===== src/rtl/p_mul_mc.sv =====
// p_mul_mc: multi-cycle packed-SIMD multiplier.
// The lane width is runtime-selectable. Each lane produces either the low
// or the high half of an unsigned integer product, or of a carry-less
// product. The multiplier is retired BPC bits per cycle.
//
// Datapath idea: every operand lane is zero-extended into a 2W-bit lane of
// a 2*XLEN-bit multiplicand vector. Each multiplier bit t adds (or XORs)
// a_i << t into the lane's 2W-bit accumulator.
//   - Bits with t >= W are masked off, so the multiplicand can be shifted
//     as one flat vector without leaking into the neighbouring lane.
//   - Partial sums of a W x W product always fit in 2W bits, so a flat
//     wide adder never carries across a lane boundary.
module p_mul_mc #(
    parameter int XLEN = 32,
    parameter int BPC  = 4,
    localparam int PWW = $clog2(XLEN)
) (
    input  logic            clock,
    input  logic            reset,
    input  logic            valid,
    output logic            ready,
    input  logic            mul_l,
    input  logic            mul_h,
    input  logic            clmul,
    input  logic [PWW-1:0]  pw,
    input  logic [XLEN-1:0] crs1,
    input  logic [XLEN-1:0] crs2,
    output logic [XLEN-1:0] result
);

    localparam int NCYC = XLEN / BPC;
    localparam int CW   = $clog2(NCYC + 1);
    localparam logic [CW-1:0] LAST = CW'(NCYC - 1);

    localparam logic [1:0] IDLE = 2'd0;
    localparam logic [1:0] RUN  = 2'd1;
    localparam logic [1:0] DONE = 2'd2;

    logic [1:0]         state_r;
    logic [CW-1:0]      cnt_r;
    logic [2*XLEN-1:0]  acc_r;
    logic [2*XLEN-1:0]  m_r;
    logic [XLEN-1:0]    b_r;
    logic [PWW-1:0]     pw_r;
    logic               mul_l_r;
    logic               mul_h_r;
    logic               clmul_r;
    logic               ready_r;
    logic [XLEN-1:0]    result_r;

    logic [2*XLEN-1:0]  acc_s;
    logic [2*XLEN-1:0]  en_s;
    logic [2*XLEN-1:0]  addend_s;
    logic [XLEN+BPC-1:0] bx_s;
    logic [XLEN-1:0]    res_s;
    logic [PWW-1:0]     pwn_s;

    // Keep only the lowest set bit of pw; an all-zero pw selects full width.
    function automatic logic [PWW-1:0] norm_pw(input logic [PWW-1:0] p);
        logic [PWW-1:0] low;
        low = p & (~p + {{(PWW-1){1'b0}}, 1'b1});
        return (low == {PWW{1'b0}}) ? {{(PWW-1){1'b0}}, 1'b1} : low;
    endfunction

    // Zero-extend each W-bit lane of a into a 2W-bit lane (pwn is one-hot).
    function automatic logic [2*XLEN-1:0] spread(input logic [XLEN-1:0] a,
                                                 input logic [PWW-1:0]  pwn);
        logic [2*XLEN-1:0] v;
        int w;
        int lane;
        int q;
        v = {(2*XLEN){1'b0}};
        for (int s = 0; s < PWW; s++) begin
            for (int p = 0; p < 2*XLEN; p++) begin
                w    = XLEN >> s;
                lane = p / (2*w);
                q    = p % (2*w);
                v[p] = v[p] | (pwn[s] & (q < w) & a[lane*w + (q % w)]);
            end
        end
        return v;
    endfunction

    // Pick the low or high W bits out of every 2W-bit product lane.
    function automatic logic [XLEN-1:0] extract(input logic [2*XLEN-1:0] acc,
                                                input logic [PWW-1:0]    pwn,
                                                input logic              hi);
        logic [XLEN-1:0] v;
        int w;
        int lane;
        int q;
        v = {XLEN{1'b0}};
        for (int s = 0; s < PWW; s++) begin
            for (int p = 0; p < XLEN; p++) begin
                w    = XLEN >> s;
                lane = p / w;
                q    = p % w;
                v[p] = v[p] | (pwn[s] & acc[lane*2*w + (hi ? w : 0) + q]);
            end
        end
        return v;
    endfunction

    assign pwn_s = norm_pw(pw);
    assign bx_s  = {{BPC{1'b0}}, b_r};

    // One RUN step: fold the next BPC multiplier bits of every lane into the accumulator.
    always_comb begin
        acc_s    = acc_r;
        en_s     = {(2*XLEN){1'b0}};
        addend_s = {(2*XLEN){1'b0}};
        for (int k = 0; k < BPC; k++) begin
            en_s = {(2*XLEN){1'b0}};
            for (int s = 0; s < PWW; s++) begin
                for (int p = 0; p < 2*XLEN; p++) begin
                    en_s[p] = en_s[p] |
                              (pw_r[s] &
                               ((int'(cnt_r) * BPC + k) < (XLEN >> s)) &
                               bx_s[(p / (2*(XLEN >> s))) * (XLEN >> s) + k]);
                end
            end
            addend_s = (m_r << k) & en_s;
            if (clmul_r) begin
                acc_s = acc_s ^ addend_s;
            end else begin
                acc_s = acc_s + addend_s;
            end
        end
    end

    // Select the requested product half from the completed accumulator.
    always_comb begin
        if (mul_h_r) begin
            res_s = extract(acc_s, pw_r, 1'b1);
        end else if (mul_l_r || clmul_r) begin
            res_s = extract(acc_s, pw_r, 1'b0);
        end else begin
            res_s = {XLEN{1'b0}};
        end
    end

    // Control FSM, operand capture, accumulation and registered outputs.
    always_ff @(posedge clock) begin
        if (reset) begin
            state_r  <= IDLE;
            cnt_r    <= {CW{1'b0}};
            acc_r    <= {(2*XLEN){1'b0}};
            m_r      <= {(2*XLEN){1'b0}};
            b_r      <= {XLEN{1'b0}};
            pw_r     <= {{(PWW-1){1'b0}}, 1'b1};
            mul_l_r  <= 1'b0;
            mul_h_r  <= 1'b0;
            clmul_r  <= 1'b0;
            ready_r  <= 1'b0;
            result_r <= {XLEN{1'b0}};
        end else begin
            case (state_r)
                IDLE: begin
                    ready_r  <= 1'b0;
                    result_r <= {XLEN{1'b0}};
                    if (valid) begin
                        cnt_r   <= {CW{1'b0}};
                        acc_r   <= {(2*XLEN){1'b0}};
                        m_r     <= spread(crs1, pwn_s);
                        b_r     <= crs2;
                        pw_r    <= pwn_s;
                        mul_l_r <= mul_l;
                        mul_h_r <= mul_h;
                        clmul_r <= clmul;
                        state_r <= RUN;
                    end else begin
                        state_r <= IDLE;
                    end
                end
                RUN: begin
                    if (!valid) begin
                        state_r  <= IDLE;
                        ready_r  <= 1'b0;
                        result_r <= {XLEN{1'b0}};
                    end else begin
                        acc_r <= acc_s;
                        m_r   <= m_r << BPC;
                        b_r   <= b_r >> BPC;
                        cnt_r <= cnt_r + {{(CW-1){1'b0}}, 1'b1};
                        if (cnt_r == LAST) begin
                            state_r  <= DONE;
                            ready_r  <= 1'b1;
                            result_r <= res_s;
                        end else begin
                            state_r  <= RUN;
                            ready_r  <= 1'b0;
                            result_r <= {XLEN{1'b0}};
                        end
                    end
                end
                DONE: begin
                    state_r  <= IDLE;
                    ready_r  <= 1'b0;
                    result_r <= {XLEN{1'b0}};
                end
                default: begin
                    state_r  <= IDLE;
                    ready_r  <= 1'b0;
                    result_r <= {XLEN{1'b0}};
                end
            endcase
        end
    end

    assign ready  = ready_r;
    assign result = result_r;

endmodule


===== config.mk =====
export PLATFORM = sky130hd
export DESIGN_NAME = p_mul_mc
export DESIGN_NICKNAME = d
export VERILOG_FILES = /design/src/rtl/p_mul_mc.sv
export SDC_FILE = /design/constraint.sdc
export NUM_CORES = 1
export LEC_CHECK = 0
export CAP_MARGIN = 20
export CORE_MARGIN = 2
export CORE_UTILIZATION = 30
export DETAILED_ROUTE_END_ITERATION = 8
export GPL_ROUTABILITY_DRIVEN = 0
export PLACE_DENSITY = 0.43
export SYNTH_ARGS = -nofsm -noshare
export SYNTH_HDL_FRONTEND = slang
export SYNTH_SLANG_ARGS = --single-unit

===== constraint.sdc =====
create_clock -name clock -period 30.8 [get_ports clock]
set_input_delay 7.7 -clock clock [delete_from_list [all_inputs] [get_ports clock]]
set_output_delay 7.7 -clock clock [all_outputs]
set_load 0.005 [all_outputs]

Yosys cells after proc, flatten, opt, wreduce, memory -nomap -nowiden
Index checks and enable logic that the tools add are counted.
W data, S select, Z words.
- flip-flop bits (word level): 207
- output and inout bits: 33
- word-level logic and storage cells: 1183
- $add $sub $neg: 9
- order comparisons: 20
- equal/unequal tests: 4
- mux-type cells: 24
- bitwise logic cells: 1107
- reduce and logical (&&, ||, !) cells: 8
- operators with widths (cell ; number):
    $and A1 B1 Y1 ; 622
    $mux W64 ; 8
    $or A1 B1 Y1 ; 472
    $add A64 B64 Y64 ; 4
    $and A64 B64 Y64 ; 4
    $pmux W64 S2 ; 2
    $xor A64 B64 Y64 ; 4
    $mux W32 ; 4
    $lt A32 B4 Y1 const B ; 3
    $lt A32 B5 Y1 const B ; 3
    $lt A32 B6 Y1 const B ; 3
    $lt A32 B7 Y1 const B ; 3
    $pmux W32 S2 ; 1
    $lt A7 B2 Y1 const B ; 3
    $add A6 B2 Y7 const B ; 2
    $mux W4 ; 2
    $pmux W4 S2 ; 1
    $add A6 B1 Y7 const B ; 1
    $lt A6 B2 Y1 const B ; 1
    $lt A6 B3 Y1 const B ; 1
    $lt A6 B4 Y1 const B ; 1
    $lt A6 B5 Y1 const B ; 1
    $lt A6 B6 Y1 const B ; 1
    $add A5 B1 Y5 const B ; 1
    19 further kinds ; 24

Logic depth before layout (Yosys ltp)
- depth in word-level cells: 23
- mapped depth: 60

Worst setup path after synthesis
No wires, ideal clock.
- kind: register to register
- start: reg cnt_r[0]
- end: reg result_r[31] (netlist: result[31])
- data arrival time: 10.193 ns
- setup slack: 20.470 ns
- stages on the path, launching flop included: 58
- period minus slack after synthesis: 10.330 ns
- cells stage by stage: dfxtp_1 -> inv_1 -> ha_1 -> and3_1 -> clkbuf_1 -> or2_2 -> clkbuf_1 -> or2_2 -> clkbuf_1 -> o21a_1 -> and2_1 -> ha_1 -> inv_1 -> fa_1 -> nor2b_1 -> o21ai_1 -> a21o_1 -> a2111oi_2 -> (+22 left out) -> a21o_1 -> a211o_1 -> and3_1 -> a21oi_1 -> xnor2_1 -> ha_1 -> clkbuf_1 -> a21oi_1 -> nor2b_1 -> o21a_1 -> nor3_1 -> o21ai_0 -> a21oi_1 -> o21ai_0 -> a21boi_0 -> a221o_1 -> a2111oi_2 -> o22ai_1
- word-level cells in the longest chain between the ends: 23
- elaborated cells on any way between the ends: 322
- ends and longest elaborated chain (item ; RTL line ; source):
    start, declared ; 40 ; logic [CW-1:0] cnt_r;
    start signal, assigned ; 146 ; cnt_r <= {CW{1'b0}};
    start signal, assigned ; 162 ; cnt_r <= {CW{1'b0}};
    start signal, assigned ; 184 ; cnt_r <= cnt_r + {{(CW-1){1'b0}}, 1'b1};
    $lt A6 B6 Y1 / $lt A6 B5 Y1 (equally long branches) ; 118 ; ((int'(cnt_r) * BPC + k) < (XLEN >> s)) &
    $and A1 B1 Y1 ; 117 ; (pw_r[s] &
    $and A1 B1 Y1 ; 118 ;
    $or A1 B1 Y1 (4 in series) ; 116 ; en_s[p] = en_s[p] |
    $and A64 B64 Y64 ; 122 ; addend_s = (m_r << k) & en_s;
    $add A64 B64 Y64 / $xor A64 B64 Y64 (equally long branches) ; 126, 124 ;
    $mux W64 ; 123 ; if (clmul_r) begin
    $add A64 B64 Y64 / $xor A64 B64 Y64 (equally long branches) ; 126, 124 ;
    $mux W64 ; 123 ;
    $add A64 B64 Y64 / $xor A64 B64 Y64 (equally long branches) ; 126, 124 ;
    $mux W64 ; 123 ;
    $add A64 B64 Y64 / $xor A64 B64 Y64 (equally long branches) ; 126, 124 ;
    $mux W64 ; 123 ;
    $and A1 B1 Y1 ; 98 ; v[p] = v[p] | (pwn[s] & acc[lane*2*w + (hi ? w : 0) + q]);
    $or A1 B1 Y1 (4 in series) ; 98 ;
    $mux W32 ; 135 ; end else if (mul_l_r || clmul_r) begin
    $mux W32 ; 133 ; if (mul_h_r) begin
    end signal, assigned ; 155 ; result_r <= {XLEN{1'b0}};
    end signal, assigned ; 160 ; result_r <= {XLEN{1'b0}};
    end signal, assigned ; 179 ; result_r <= {XLEN{1'b0}};
    end, declared ; 49 ; logic [XLEN-1:0] result_r;
Several ways; a longest one is shown, not always the timed one.
A chain may end at the register's enable or synchronous reset.

Worst setup path after layout
- start: reg cnt_r[2]
- end: reg result_r[31] (netlist: result[31])
Same word-level chain as after synthesis.

==> results.toml <==
[die]
die_w_um = 304
core_area_mm2 = 0.0888
fp.dieH_um = 304
dieArea_mm2 = 0.0923
io_pins = 108
rows = 109
start_util = 0.304

[placement]
dp_hpwl_mm = 108
port_buffers = 107

[clock_tree]
clockBufferDepth = 3
clkLatencyLatePin_ns = 0.64
numCtsBuffers = 31
cts_root_buffer = "clkbuf_16"
cts_tree = "yes"
cts_htree_levels = 1
postCtsSetupBuffers = 0
clk_pin_slew_worst_paths_ns = 0.06
cts_hold_buf = 0
cts-resized-gates = 0
cts_sinks = 207

[cells_and_area]
final_layout_size_suffix_gt1_frac = 0.0419
syn_to_final_growth_pct = 12.0
n_fill_cell = 9735
layout_commonest_cell = "a21oi_1"
fin_nets = 4149
fin_util = 0.340
layout_common_cells = "a21oi_1 (425), nor2_1 (424), nand2_1 (318)"

[critical_path]
r2r_start = "cnt_r[2]"
path_class = "register to register"
r2r_cells = 49
arrival_ns = 13.69
ff2ff_setup_slack_ns = 17.58
crit_path_start = "cnt_r[2]"
worst_setup_path_start_kind = "register"
cp-end-kind = "register"
r2r_end = "result[31]"
cpPeakStageDelay_ns = 0.73
worstSetupEndpoint = "result[31]"
path_max_fanout = 17
slowest_stage = "a2111oi_2"
worst_ep_required_time_ns = 31.26

[sta]
min_period_ns = 13.22
setup-tns-final_ns = 0
final_hold_viol_count = 0
max_slew.worst_pin.slew_ns = 1.11
fin_skew_ns = 0.0214
setup_viol = 0
min_period_over_period = 0.429
rsz0062_at_grt = "false"
drv_slew = 0
fmax_ghz = 0.0756
slew_headroom = 0.259

[power]
power_frac_comb = 0.286
ir_drop_uv = 42.9
intPower_mw = 0.604
switching_power_mw = 0.375
p_leak_nw = 13.2
switching_share = 0.383
power_density_mw_per_mm2 = 32.4
clock_power_share = 0.405
seq_power_share = 0.309

[synthesis]
ys_types = 82
syn_area_per_cell_um2 = 7.00
synth_nets = 4186
syn-cell-area_mm2 = 0.0270
synth-seq-cells = 207
async_flop_share = 0
ys_warn_count = 0
synthMuxAreaShare = 0.0119
syn_inst = 3854
synth-compound-area-share = 0.327
yosys.area_share.simple = 0.260
yosys.area_share.adder = 0.120
synth_top_family_by_area = "compound AO/OA/AOI/OAI gates"
synth_xor_area_frac = 0.0788
synth-edff-count = 0
postSynth.topFlopCell = "dfxtp_1"
ys_seq_area_frac = 0.154

[routing]
met3_length_mm = 8.95
routed.top_layer = "met4"
drt-total-wl_mm = 135
first_pass_iters = 8
post-route-drc-count = 0
m1WireLength_mm = 61.2
wl_met2_mm = 59.1
vias = 29976
drtIter0Drc = 3477
detail_route.wl_per_cell_um = 27.0
ant_nets = 0
viasPerCell = 5.99

[grt]
grt_pass1_vias = 28550
gr-usage-all-layers = 0.282
grt_pass1_wl_mm = 198
grt_antenna_before_repair = 2
gr-total-overflow = 0
grt_max_degree = 82

[min_path]
hp-class = "register to register"
min_from = "mul_l_r"

[status]
status = "finished clean"

[run]
drv_cap = 0
==> worst min-delay path by stage <==
stage	depth (start not counted)	slack [ns]	endpoint
floorplan	2	0.43	acc_r[61]
global placement	2	0.45	mul_l_r
detailed placement	2	0.45	mul_l_r
CTS	2	0.46	mul_l_r
global route	2	0.48	acc_r[0]
finish	2	0.46	mul_l_r
==> cell families after synthesis <==
group	Yosys count
AND/OR/NAND/NOR	1434
AO/OA/AOI/OAI	1340
buffers and inverters	343
adder cells (fa/ha/maj)	257
XOR/XNOR	241
flip-flops	207
multiplexers	32
==> worst max-delay path: cells and delay by family, from the launching register on <==
kind,cells,cell delay (ns)
compound gates,20,5.33
simple gates,18,4.48
fa+ha+maj,5,1.87
xor+xnor,4,0.72
flops,1,0.35
buf+inv,2,0.28
==> per-stage QoR <==
stage               power [mW]  hold WS, ns  worst slack [ns]  instance area (µm²)  instances
floorplan                0.461        0.427             20.47                27000       3854
global placement         0.583        0.447             17.97                29100       4947
detailed placement       0.581        0.447             17.84                29100       4947
CTS                      0.981        0.460             17.79                30200       5004
global route              1.01        0.476             16.83                30200       5006
finish                   0.979        0.459             17.58                30200       5007
==> power by group through the flow <==
| stage | Clock, mW | Combinational (mW) | Sequential, mW |
|---|---|---|---|
| final | 0.397 | 0.280 | 0.302 |
| after floorplan | 0 | 0.169 | 0.292 |
| after detailed placement | 0 | 0.273 | 0.307 |
| after CTS | 0.405 | 0.275 | 0.301 |
| after global placement | 0 | 0.276 | 0.307 |
| after global routing | 0.413 | 0.299 | 0.302 |
==> cell type report <==
type	count	area [µm²]	share of cell area
clock inverters	19	256	0.00850
clock buffers	38	852	0.0282
inverters	106	398	0.0132
flip-flops and latches	207	4150	0.138
multi-input cells	3304	21600	0.714
well taps	1165	1460	0.0483
repair buffers	167	1520	0.0504
diodes	1	2.50	0.0000829
==> per-layer routing <==
layer | vias to the layer above | GRT usage
li1 | 14104 | -
met3 | 215 | 0.0297
met1 | 14436 | 0.392
met2 | 1221 | 0.447
met5 | - | 0
met4 | 0 | 0.107
==> synth_stat cells (103+ instances only) <==
cell type	instances	area, µm²
a21oi_1	425	2130
dfxtp_1	207	4140
and2_1	225	1410
xor2_1	137	1200
a21o_1	141	1060
o21ai_0	167	836
nor2_1	424	1590
clkbuf_1	215	807
xnor2_1	103	902
ha_1	253	3170
nand2_1	318	1190
inv_1	105	394
==> flip-flops by register name (all words and copies together), names as in the netlist <==
signal / flops
acc_r: 64
m_r: 64
b_r: 32
result: 32
pw_r: 5
cnt_r: 4
state_r: 2
clmul_r: 1
mul_h_r: 1
mul_l_r: 1
ready: 1
No activity file was read; power rests on OpenSTA's default activity.
==> variant (same flow settings) <==
Change the parameter `XLEN` from 32 to 16.
--- a/src/rtl/p_mul_mc.sv
+++ b/src/rtl/p_mul_mc.sv
@@ -11,7 +11,7 @@
 //   - Partial sums of a W x W product always fit in 2W bits, so a flat
 //     wide adder never carries across a lane boundary.
 module p_mul_mc #(
-    parameter int XLEN = 32,
+    parameter int XLEN = 16,
     parameter int BPC  = 4,
     localparam int PWW = $clog2(XLEN)
 ) (
Interface: changed (resized crs1, crs2, pw and result); port bits go from 108 to 59. The function was not compared with the original's and may differ.
==> variant against the original RTL <==
- clock power shrank 68%
- global-route usage decreased by 5.6 points
- combinational power decreased by 59%
- first-iteration DRC count decreased by 70%
- clock skew decreased by 10 ps
- worst setup slack better by 2500 ps
- power shrank 59%
- core utilization down 0.15 points
- final area shrank 57%
- synthesized area fell by 56%
- sequential cell count decreased by 98
- wire length fell by 66%
==> variant: results (changes against the original RTL) <==
result of the run=completed; Mapped Nets=1,757 (-58%); GRT Overall Usage=22.6% (-5.6 points); Slowest cell on crit path=dfxtp_1; Top Registers=acc_r (32), m_r (32); fillers=4,172 (-57%); htree depth=3 (+2); first-pass GRT wire length=70,500 µm (-64%); post-synthesis cell type count=71 (-13%); met3 usage=2.51% (-0.46 points); initial antenna violation count=0 (-2); max incr delay on CP=580 ps (-150 ps); Critical Path Fanout Max=24 (+7); routed length per instance=21.8 µm (-19%); Port Buf Inserts=58 (-46%); most common cell in the synthesized netlist=nor2_1; clock skew=11.2 ps (-10.2 ps); via/cell ratio=5.62 (-6.1%); Reg clk slew, reported paths=80 ps (+20 ps); Detailed Route Iter0 Violations=1,032 (-70%); n_diodes=0 (-1); first-pass iteration count of the detailed router=7 (-1); layout cells sized above 1=3.63% (-0.56 points); worst skew pair latency=370 ps (-270 ps); vias in the first global route=11,400 (-60%); CTS buffer count=9 (-71%); Seq/Total Area, Yosys=18.6% (+3.2 points); crit path DAT=11,020 ps (-2670 ps); largest net degree at the start of global routing=69 (-16%); met2 Track Usage GR=35.2% (-9.5 points); top post-synthesis cells by area=dfxtp_1 19%, ha_1 13%, a21oi_1 6.1%; Worst R2R Path Depth=46 (-6.1%); Post-DP HPWL=35,500 µm (-67%)
variant: cell types whose count changed after synthesis, moves of 51 or more:
cell | before | now
clkbuf_1 | 215 | 61
nand2_1 | 318 | 120
nor2_1 | 424 | 174
xnor2_1 | 103 | 41
ha_1 | 253 | 123
xor2_1 | 137 | 72
o21ai_0 | 167 | 57
a21oi_1 | 425 | 144
a21o_1 | 141 | 53
nor2b_1 | 72 | 21
nand4_1 | 82 | 13
and2_1 | 225 | 109
inv_1 | 105 | 43
dfxtp_1 | 207 | 109
variant: worst max-delay path, delay by kind of cell, from the launching register on:
kind                     cells  cell delay [ps]
AO/OA/AOI/OAI               23             5380
XOR/XNOR                     4              750
adder cells (fa/ha/maj)      5             1590
buffers and inverters        1              220
flip-flops                   1              580
AND/OR/NAND/NOR             13             2170
variant: area by class of cell:
class / count / share of cell area [%]
multi-input cells: 1360 / 69.7
flip-flops and latches: 109 / 16.7
repair buffers: 70 / 5.09
well taps: 518 / 4.95
clock buffers: 10 / 1.75
inverters: 44 / 1.26
clock inverters: 6 / 0.535
variant: through the flow:
step / utilization, % / worst slack (ps) / cell area (µm²) / instances
2_1_floorplan: - / 21490 / 11700 / 1588
3_3_place_gp: 33.1 / 19730 / 12800 / 2100
3_5_place_dp: 33.1 / 19690 / 12800 / 2100
4_1_cts: 33.8 / 19610 / 13100 / 2116
5_1_grt: 33.9 / 19250 / 13100 / 2117
6_report: 33.9 / 20030 / 13100 / 2117
variant: final timing paths:
kind / to / slack [ps] / start
hold / removal: acc_r[0] / 460 / acc_r[0]
hold reg to reg: acc_r[0] / 460 / acc_r[0]
setup / recovery: result[14] / 20030 / pw_r[0]
setup reg to reg: result[14] / 20030 / pw_r[0]
variant: logic make-up (layout without fill, tap and decap cells):
logic type | after synthesis | in the layout | synth area share [%]
adder cells (fa/ha/maj) | 127 | 127 | 13.8
XOR/XNOR | 114 | 114 | 8.63
multiplexers | 6 | 6 | 0.533
AO/OA/AOI/OAI | 514 | 514 | 29.5
flip-flops | 109 | 109 | 18.6
buffers and inverters | 119 | 130 | 3.81
AND/OR/NAND/NOR | 599 | 599 | 25.1
variant: report_power, final:
group	internal, mW	switching, mW	leakage, nW
logic	0.0398	0.0738	4.97
registers	0.146	0.0109	0.890
clock network	0.0642	0.0637	0.147
total	0.250	0.148	6.01
variant: per-layer routing:
metal	share of wire [%]	vias to the layer above	wire length, µm
li1	-	5837	-
met1	50	5679	23200
met2	43	343	19900
met3	4.3	44	1990
met4	2.3	0	1050
met5	0	-	0
